## config.mk

```make
export PLATFORM = sky130hd
export DESIGN_NAME = clkgen_multi
export DESIGN_NICKNAME = d
export VERILOG_FILES = /design/src/rtl/clkgen_pkg.sv /design/src/rtl/clkgen_channel.sv /design/src/rtl/clkgen_multi.sv
export SDC_FILE = /design/constraint.sdc
export NUM_CORES = 1
export LEC_CHECK = 0
export BUFFER_PORTS_ARGS = -buffer_cell sky130_fd_sc_hd__clkbuf_2
export CAP_MARGIN = 20
export CORE_AREA = 8 8 126 128
export DETAILED_ROUTE_END_ITERATION = 8
export DIE_AREA = 0 0 134 136
export GPL_TIMING_DRIVEN = 0
export PLACE_DENSITY = 0.61
export SLEW_MARGIN = 20
export SYNTH_ARGS = -nofsm -noshare
export SYNTH_HDL_FRONTEND = slang
export SYNTH_SLANG_ARGS = --single-unit
```

## constraint.sdc

```tcl
create_clock -name clock -period 6.1 [get_ports clock]
set_input_delay 0.61 -clock clock [delete_from_list [all_inputs] [get_ports clock]]
set_output_delay 0.61 -clock clock [all_outputs]
set_load 0.02 [all_outputs]
```

## src/rtl/clkgen_pkg.sv

```systemverilog
// clkgen_pkg: shared defaults, config struct and validation for clkgen_multi.
// CLKGEN_PHASE_EN adds a per-channel start phase to the config.
package clkgen_pkg;

    localparam int DEFAULT_PERIOD = 40;
    localparam int DEFAULT_HIGH   = 10;

    typedef struct packed {
        logic [31:0] period;
        logic [31:0] high;
`ifdef CLKGEN_PHASE_EN
        logic [31:0] phase;
`endif
    } cfg_t;

    function automatic logic cfg_ok(cfg_t c);
        logic ok;
        ok = c.period >= 32'd2 && c.high <= c.period;
`ifdef CLKGEN_PHASE_EN
        ok = ok && c.phase < c.period;
`endif
        return ok;
    endfunction

endpackage

```

## src/rtl/clkgen_channel.sv

```systemverilog
// clkgen_channel: one period/high counter with shadow config applied at the period boundary.
// CLKGEN_PHASE_EN makes the counter restart from a stored phase instead of 0.
module clkgen_channel #(
    parameter int W          = 8,
    parameter int DEF_PERIOD = 40,
    parameter int DEF_HIGH   = 10
) (
    input  logic         clock,
    input  logic         reset_n,
    input  logic         enable,
    input  logic         wr,
    input  logic [W-1:0] wr_period,
    input  logic [W-1:0] wr_high,
`ifdef CLKGEN_PHASE_EN
    input  logic [W-1:0] wr_phase,
`endif
    output logic         pending,
    output logic         out,
    output logic         period_tick
);
    logic [W-1:0] cnt, p, h, sh_p, sh_h, p_n, h_n, start, cnt_n;
    logic         run, apply, last;
`ifdef CLKGEN_PHASE_EN
    logic [W-1:0] ph, sh_ph;
    assign start = apply ? sh_ph : ph;
`else
    assign start = '0;
`endif

    // run remembers last cycle's enable so a rising enable restarts the count
    always_comb begin
        last  = cnt == p - W'(1);
        apply = pending && (!run || !enable || last);
        p_n   = apply ? sh_p : p;
        h_n   = apply ? sh_h : h;
        cnt_n = !enable ? '0 : (!run || apply) ? start : last ? '0 : cnt + W'(1);
    end

    always_ff @(posedge clock or negedge reset_n) begin
        if (!reset_n) begin
            cnt         <= '0;
            run         <= 1'b0;
            p           <= W'(DEF_PERIOD);
            h           <= W'(DEF_HIGH);
            sh_p        <= W'(DEF_PERIOD);
            sh_h        <= W'(DEF_HIGH);
            pending     <= 1'b0;
            out         <= 1'b0;
            period_tick <= 1'b0;
`ifdef CLKGEN_PHASE_EN
            ph          <= '0;
            sh_ph       <= '0;
`endif
        end else begin
            run         <= enable;
            cnt         <= cnt_n;
            p           <= p_n;
            h           <= h_n;
            pending     <= wr || (pending && !apply);
            out         <= enable && cnt_n >= p_n - h_n;
            period_tick <= enable && cnt_n == p_n - W'(1);
            if (wr) begin
                sh_p <= wr_period;
                sh_h <= wr_high;
            end
`ifdef CLKGEN_PHASE_EN
            ph <= start;
            if (wr)
                sh_ph <= wr_phase;
`endif
        end
    end

endmodule

```

## src/rtl/clkgen_multi.sv

```systemverilog
// clkgen_multi: CH independent programmable waveform generators with a valid/ready config port.
// CLKGEN_PHASE_EN adds the cfg_phase input and per-channel start phase.
module clkgen_multi
    import clkgen_pkg::*;
#(
    parameter int  CH         = 2,
    parameter int  W          = 8,
    parameter int  DEF_PERIOD = DEFAULT_PERIOD,
    parameter int  DEF_HIGH   = DEFAULT_HIGH,
    localparam int CW         = CH > 1 ? $clog2(CH) : 1
) (
    input  logic          clock,
    input  logic          reset_n,
    input  logic [CH-1:0] enable,
    input  logic          cfg_valid,
    output logic          cfg_ready,
    input  logic [CW-1:0] cfg_ch,
    input  logic [W-1:0]  cfg_period,
    input  logic [W-1:0]  cfg_high,
`ifdef CLKGEN_PHASE_EN
    input  logic [W-1:0]  cfg_phase,
`endif
    output logic          cfg_err,
    output logic [CH-1:0] out,
    output logic [CH-1:0] period_tick
);
    cfg_t          c;
    logic          ok;
    logic [CH-1:0] pending, wr;

    // an out-of-range channel shifts the one-hot mask to zero, so ready stays high for it
    always_comb begin
        c        = '0;
        c.period = 32'(cfg_period);
        c.high   = 32'(cfg_high);
`ifdef CLKGEN_PHASE_EN
        c.phase  = 32'(cfg_phase);
`endif
        ok        = cfg_ok(c) && 32'(cfg_ch) < CH;
        cfg_ready = !(|(pending & (CH'(1) << cfg_ch)));
        wr        = (cfg_valid && cfg_ready && ok) ? CH'(1) << cfg_ch : '0;
    end

    always_ff @(posedge clock or negedge reset_n) begin
        if (!reset_n)
            cfg_err <= 1'b0;
        else
            cfg_err <= cfg_valid && cfg_ready && !ok;
    end

    for (genvar i = 0; i < CH; i++) begin : g_ch
        clkgen_channel #(
            .W          (W),
            .DEF_PERIOD (DEF_PERIOD),
            .DEF_HIGH   (DEF_HIGH)
        ) u_ch (
            .clock       (clock),
            .reset_n     (reset_n),
            .enable      (enable[i]),
            .wr          (wr[i]),
            .wr_period   (cfg_period),
            .wr_high     (cfg_high),
`ifdef CLKGEN_PHASE_EN
            .wr_phase    (cfg_phase),
`endif
            .pending     (pending[i]),
            .out         (out[i]),
            .period_tick (period_tick[i])
        );
    end

endmodule

```

==> summary.txt, run 1 <==
Status
  – Status: completed

Global route
  – Global-route wire length before repair: approximately 24000 um
  – Largest net degree at the start of global routing: 90
  – Initial antenna violation count: 0
  – All-layer global routing usage: 16.53%
  – Global route overflow: 0
  – Number of global-route vias before repair: 4774

Placed design
  – Area of placed instances: 6511 um2
  – Detail Placement HPWL: 11270 um
  – Port Buffers: 27
  – Cells after DPL: 839
  – Final Wtd Congestion: 0.8735

Worst setup path
  – CP Data Arrival Time: just over 6 ns
  – Worst EP required: 6.33 ns
  – CP max FO: 10
  – Crit path to: g_ch[0].u_ch.out
  – CP Launch Point: g_ch[0].u_ch.p[1]
  – FF-to-FF path depth: 22
  – Startpoint Class: flip-flop
  – Reg2reg start: g_ch[0].u_ch.p[1]
  – Register-to-Register Setup Slack: roughly 0.23 ns
  – RR Endpoint: g_ch[0].u_ch.out
  – Critical path class: reg -> reg
  – Crit path capture type: flip-flop

Timing
  – FMAX: about 170 MHz
  – Tcrit/Tclk final: a little over nine tenths
  – Post-layout minimum cycle time: between 5 and 6 ns
  – Clk_skew: 0.006462 ns
  – Fin. max-slew vios: 0
  – # setup viols final: 0
  – Unrepaired setup endpoints after global routing: no
  – Setup TNS Final: 0 ns
  – Hold violation total from the final report: 0
  – Worst slew pin tran: 0.7237 ns
  – Relative slew slack: 51.25%

Floorplan
  – Number of top-level pins: 28
  – Die X-Extent: between 100 and 150 um
  – Die Footprint: 18220 um2
  – Chip height: 136 um
  – Total core area: around 14000 um2
  – Rows: 44
  – Initial Utilization: 43.68%

Cells and area
  – Antenna diodes: 0
  – Cell area after layout: around 7000 um2
  – Most common cell after layout, fill and taps aside: dfrtp_1
  – Fin cells: 854
  – Layout cells sized above 1: between 10% and 20%
  – Most frequent cells in the layout: dfrtp_1 (73), inv_1 (50), nand2_1 (50)
  – Fin nets: slightly above 700
  – Layout overhead on the synthesized area: 11.41%
  – # fillers: 1307

Synth
  – Synth Instances: 628
  – Mapped Area: slightly above 6000 um2
  – Post-synthesis xor/xnor area fraction: just over 8%
  – Dominant synthesized flop cell: dfrtp_1
  – Simple-gate share of the synthesized area: 16.02%
  – EDFF count, synth: 0
  – Adder-cell area share of the yosys netlist: under 10%
  – Synthesized flop and latch total: 89
  – Synth Warn #: 0
  – Syn nets: 689
  – Netlist cell types: 78
  – Post-Syn Area per Cell: 9.765 um2
  – Synth async-reset ratio: 100.0%
  – Post-synthesis compound-gate area fraction: between 10% and 20%
  – Main combinational cell family by area after synthesis: simple AND/OR/NAND/NOR gates
  – Post-synthesis mux area share: 12.47%
  – Post-synthesis sequential area ratio: 36.65%

Clocking
  – CTS tree: yes
  – CTS root buf: clkbuf_16
  – H-tree levels: 3
  – Register clock-pin slew on the reported worst setup and hold paths: ~0.06 ns
  – Clk buf depth: 2
  – Postcts setup bufs: 0
  – Clk sinks: 89
  – Skew-Pair Late Insertion Delay: 0.34 ns
  – Cts hold-fix bufs: 0
  – CTS buffer count: 9

Job
  – Max-cap check violation count: 0

Power and ir drop
  – Static leakage: 3.191 nW
  – Max VDD drop: 0.2620 mV
  – P per Cell Area: 491.2 nW/um2

Routing
  – First-iteration detailed-routing DRC count: 262
  – WL final: 14640 um
  – Via count: 4697
  – Post-route ant nets: 0
  – Residual DRC count: 0
  – Pre-Repair DR Iteration Count: 5
  – Drt via density: between 5 and 6
  – Avg WL per Cell: 17.15 um

Hold path
  – Hold Crit Class: in -> async
cells in the mapped netlist, types with 3 or more instances:
library cell,n,area [um2]
nand4_1,4,25.02
xor2_1,25,219.0
nand2_1,50,187.7
o21ai_0,14,70.07
or4_1,6,45.04
or3_1,3,18.77
nor2_1,42,157.7
nand3_1,18,90.09
inv_1,50,187.7
and2_1,4,25.02
nor2b_1,5,31.28
xnor2_1,29,254.0
dfrtp_1,73,1827
a21o_1,15,112.6
buf_4,8,60.06
maj3_1,8,80.08
a21oi_1,27,135.1
nor3_1,14,70.07
nor3b_1,3,22.52
nand2b_1,10,62.56
mux2_2,38,427.9
and3_1,9,56.30
nor4_1,5,31.28
dfstp_2,16,420.4
nand3b_1,3,22.52
ha_1,39,488.0
mux2i_1,30,300.3
o211ai_1,5,37.54
buf_2,4,20.02
clkbuf_1,9,33.78
per-layer routing:
layer	global-route usage, %	up-vias	routed length, um
met5	0	-	0
met4	7.860	0	378
met3	2.365	27	391
met2	29.15	81	7445
met1	19.47	2304	6428
li1	-	2285	-
logic make-up (layout without fill, tap and decap cells):
group,after synthesis,after routing
adder cells (fa/ha/maj),47,47
buffers and inverters,76,118
AND/OR/NAND/NOR,191,191
XOR/XNOR,55,55
multiplexers,71,71
AO/OA/AOI/OAI,99,99
flip-flops,89,89
critical path, cell delays in order, from the launching register on:
cell and delay (ns):
dfrtp_1 0.46, or4_1 0.63, or4_1 0.54, nand4_1 0.13, a41o_1 0.17, buf_4 0.16
buf_6 0.18, buf_4 0.21, buf_4 0.22, mux2_2 0.36, ha_1 0.24, maj3_1 0.37
maj3_1 0.41, mux2i_1 0.18, xnor2_1 0.17, xnor2_1 0.17, ha_1 0.26, a21o_1 0.16
a21o_1 0.19, a21o_1 0.17, a21o_1 0.17, a21oi_1 0.15, nor2b_1 0.06
flip-flops by register name (all words and copies together) (netlist names), 2 cells and up:
name / flops
g_ch.u_ch.run: 2
g_ch.u_ch.out: 2
g_ch.u_ch.p: 16
g_ch.u_ch.period_tick: 2
g_ch.u_ch.pending: 2
g_ch.u_ch.cnt: 16
g_ch.u_ch.sh_h: 16
g_ch.u_ch.h: 16
g_ch.u_ch.sh_p: 16
stage by stage:
stage	worst slack (ns)	hold slack [ns]	total power, mW	util [%]
after floorplan	0.5979	0.3144	2.357	-
after global placement	-0.1429	0.4671	2.709	46.28
after detailed placement	-0.2030	0.4675	2.778	46.38
after CTS	0.03579	0.3578	3.363	48.51
after global routing	0.02241	0.3812	3.615	48.66
final	0.2312	0.3263	3.355	48.66
worst min-delay path by stage:
stage	start	to	slack (ns)	cells after the start
floorplan	reset_n	cfg_err	0.31	0
global route	reset_n	g_ch[0].u_ch.h[5]	0.38	1
finish	reset_n	g_ch[0].u_ch.h[6]	0.33	1
detailed placement	g_ch[1].u_ch.sh_h[1]	g_ch[1].u_ch.h[1]	0.47	2
CTS	reset_n	g_ch[0].u_ch.h[5]	0.36	1
global placement	g_ch[1].u_ch.sh_h[1]	g_ch[1].u_ch.h[1]	0.47	2
cell type report:
cell class / instances / area (um2) / area share [%]
Multi-Input combinational cell: 463 / 3573 / 52.31
Sequential cell: 89 / 2247 / 32.89
Inverter: 52 / 195.2 / 2.857
Clock buffer: 13 / 260.3 / 3.810
Buffer: 24 / 143.9 / 2.106
Tap cell: 184 / 230.2 / 3.370
Timing Repair Buffer: 27 / 143.9 / 2.106
Clock inverter: 2 / 37.54 / 0.5495
power breakdown:
group	internal (mW)	total (mW)	switching, mW
clock network	0.338	0.568	0.230
registers	0.796	0.964	0.168
logic	0.837	1.82	0.987
what timing repair did:
item	4_1_cts	5_1_grt
gates cloned	0	0
hold endpoints to repair	0	0
resized for setup	1	6
endpoints found under the setup margin	1	1
Note: power is estimated with default switching activity, not from simulation.
==> run 2: changes to the inputs <==
Settings changed: CTS_BUF_LIST set to sky130_fd_sc_hd__clkbuf_4, RECOVER_POWER set to 100.
==> run 2 against run 1 <==
  * Total power is 7.6% lower
  * Non-clock buffer count unchanged
  * First-iteration DRC count fell by 21%
  * Register-to-register slack improved by 0.02 ns
  * Worst hold slack better by 0.042 ns
  * Worst setup slack improved by 0.016 ns
  * Fmax grew 0.28%
  * Critical path depth stayed put
  * The run now ends with max-capacitance violations, max-slew violations left
  * Largest cell class unchanged
  * Core utilization decreased by 1.7 points
  * Global-route usage is essentially flat
==> summary.txt, run 2 (synthesis gave the netlist of run 1 again) <==
Cells and area
  – Layout overhead on the synthesized area: 7.468% (was 11.41%)
  – Most frequent cells in the layout: dfrtp_1 (73), inv_1 (50), nand2_1 (50) (unchanged)
  – Most common cell after layout, fill and taps aside: dfrtp_1 (unchanged)
  – # fillers: 1338 (was 1307)
  – Cell area after layout: 6590 um2 (was 6832 um2)
  – Fin nets: 727 (unchanged)
  – Layout cells sized above 1: 16.87% (was 19.85%)

Global route
  – Global-route track usage on met3: 2.809% (was 2.365%)
  – Global route overflow: 0 (unchanged)
  – All-layer global routing usage: 16.54% (was 16.53%)
  – Global-route wire length before repair: 23790 um (was 23810 um)
  – Met1 Usage GRT: 19.53% (was 19.47%)
  – Largest net degree at the start of global routing: 90 (unchanged)
  – Number of global-route vias before repair: 4774 (unchanged)
  – M2 GR Usage: 29.13% (was 29.15%)
  – Initial antenna violation count: 1 (was 0)
  – Top Usage Layer GRT: met2 (unchanged)

Floorplan
  – Initial Utilization: 43.68% (unchanged)
  – Die X-Extent: 134 um (unchanged)
  – Die Footprint: 18220 um2 (unchanged)
  – Total core area: 14040 um2 (unchanged)
  – Number of top-level pins: 28 (unchanged)
  – Rows: 44 (unchanged)
  – Chip height: 136 um (unchanged)

Status
  – Status: finished, violations left (was completed)
  – Failing checks: max-capacitance violations, max-slew violations

Worst setup path
  – CP max FO: 10 (unchanged)
  – Slowest stage delay, CP: 0.60 ns (was 0.63 ns)
  – Critical path class: reg -> reg (unchanged)
  – Critical Path, Cell by Cell: or4_4, or4_1, nand4_1, a41o_1, buf_4, buf_6, buf_4, clkbuf_4, mux2_1, ha_1, maj3_1, maj3_1, mux2i_1, xnor2_1, xnor2_1, ha_1, a21o_1, a21o_1, a21o_1, a21o_1, a21oi_1, nor2b_1 (was or4_1, or4_1, nand4_1, a41o_1, buf_4, buf_6, buf_4, buf_4, mux2_2, ha_1, maj3_1, maj3_1, mux2i_1, xnor2_1, xnor2_1, ha_1, a21o_1, a21o_1, a21o_1, a21o_1, a21oi_1, nor2b_1)
  – CP top delay family: simple AND/OR/NAND/NOR gates (unchanged)
  – Buf+Inv Stages, Crit Path: 4 (unchanged)
  – Worst EP required: 6.47 ns (was 6.33 ns)
  – Most frequent CP cell: a21o_1 (unchanged)
  – CP Data Arrival Time: 6.22 ns (was 6.10 ns)
  – Highest-delay cell along the critical path: or4_4 (was or4_1)
  – Startpoint Class: flip-flop (unchanged)
  – Crit path capture type: flip-flop (unchanged)

Routing
  – Residual DRC count: 0 (unchanged)
  – Drt via density: 5.475 (was 5.500)
  – First-iteration detailed-routing DRC count: 206 (was 262)
  – Post-route ant nets: 0 (unchanged)
  – WL final: 14740 um (was 14640 um)
  – Pre-Repair DR Iteration Count: 5 (unchanged)
  – Via count: 4681 (was 4697)
  – Avg WL per Cell: 17.24 um (was 17.15 um)

Power and ir drop
  – Static leakage: 3.073 nW (was 3.191 nW)
  – P per Cell Area: 470.7 nW/um2 (was 491.2 nW/um2)
  – Max VDD drop: 0.2610 mV (was 0.2620 mV)

Clocking
  – H-tree levels: 3 (unchanged)
  – Clk buf depth: 2 (unchanged)
  – CTS root buf: clkbuf_4 (was clkbuf_16)
  – Cts hold-fix bufs: 0 (unchanged)
  – CTS tree: yes (unchanged)
  – Clk sinks: 89 (unchanged)
  – Register clock-pin slew on the reported worst setup and hold paths: 0.14 ns (was 0.06 ns)
  – CTS buffer count: 9 (unchanged)
  – Skew-Pair Late Insertion Delay: 0.47 ns (was 0.34 ns)

Job
  – Max-cap check violation count: 1 (was 0)

Timing
  – Hold violation total from the final report: 0 (unchanged)
  – FMAX: 170.9 MHz (was 170.4 MHz)
  – Clk_skew: 0.02339 ns (was 0.006462 ns)
  – Unrepaired setup endpoints after global routing: no (unchanged)
  – # setup viols final: 0 (unchanged)
  – Fin. max-slew vios: 90 (was 0)
  – Post-layout minimum cycle time: 5.853 ns (was 5.869 ns)
  – PnR worst setup slack: 0.2474 ns (was 0.2312 ns)
  – Relative slew slack: -214.3% (was 51.25%)
  – Tcrit/Tclk final: 95.94% (was 96.21%)
  – Worst slew pin tran: 4.714 ns (was 0.7237 ns)

Hold path
  – Hold Crit Class: in -> reg (was in -> async)

Placed design
  – Area of placed instances: 6511 um2 (unchanged)
  – Detail Placement HPWL: 11270 um (unchanged)
  – Port Buffers: 27 (unchanged)
  – Place WS: -0.2030 ns (unchanged)
  – Final Wtd Congestion: 0.8735 (unchanged)
[run 2: cell count changes in the layout (fill, tap and decap cells not counted), sizes merged]
cell / previous run / this run
buf: 15 / 12
diode: 0 / 1
clkbuf: 49 / 50
clkinv: 1 / 3
[run 2: layout make-up]
type	instances	area (um2)	share of cell area, %
diodes	1	2.502	0.03797
clock inverters	4	45.04	0.6835
inverters	52	195.2	2.962
flip-flops and latches	89	2247	34.10
clock buffers	11	82.58	1.253
repair buffers	27	122.6	1.861
multi-input cells	463	3523	53.46
well taps	184	230.2	3.493
plain buffers	24	141.4	2.145
[run 2: stage by stage]
| step | hold WS, ns | power [mW] | TNS (ns) | std cells | util (%) |
|---|---|---|---|---|---|
| floorplan | 0.3144 | 2.357 | 0 | 628 | - |
| global placement | 0.4671 | 2.709 | -0.1429 | 839 | 46.28 |
| detailed placement | 0.4675 | 2.778 | -0.2030 | 839 | 46.38 |
| CTS | 0.1991 | 3.130 | 0 | 854 | 47.30 |
| global route | 0.3403 | 3.355 | 0 | 855 | 46.94 |
| finish | 0.3685 | 3.102 | 0 | 855 | 46.94 |
[run 2: where the power goes]
part	switching [mW]	internal, mW	leakage [nW]
logic	0.976	0.828	1.92
registers	0.167	0.794	1.08
clock network	0.207	0.130	0.0680
total	1.35	1.75	3.07
[run 2: worst paths after layout]
kind	start	to	slack (ns)	depth (start not counted)
setup / recovery	g_ch[0].u_ch.p[1]	g_ch[0].u_ch.out	0.25	22
hold / removal	enable[0]	g_ch[0].u_ch.run	0.37	1
setup reg to reg	g_ch[0].u_ch.p[1]	g_ch[0].u_ch.out	0.25	22
hold reg to reg	g_ch[1].u_ch.sh_h[1]	g_ch[1].u_ch.h[1]	0.48	2
max in group asynchronous	reset_n	g_ch[1].u_ch.sh_h[2]	1.65	1
min in group asynchronous	reset_n	g_ch[1].u_ch.h[7]	1.82	1
[run 2: routing by layer]
| metal | wire length (um) | up-vias | part of all wire (%) |
|---|---|---|---|
| li1 | - | 2287 | - |
| met1 | 6450 | 2299 | 44 |
| met2 | 7515 | 75 | 51 |
| met3 | 467 | 20 | 3.2 |
| met4 | 306 | 0 | 2.1 |
| met5 | 0 | - | 0 |
[run 2: repair_timing]
action                     4_1_cts  5_1_grt
setup endpoints to repair        1        1
resized for setup                1        7
buffers inserted                 0        0
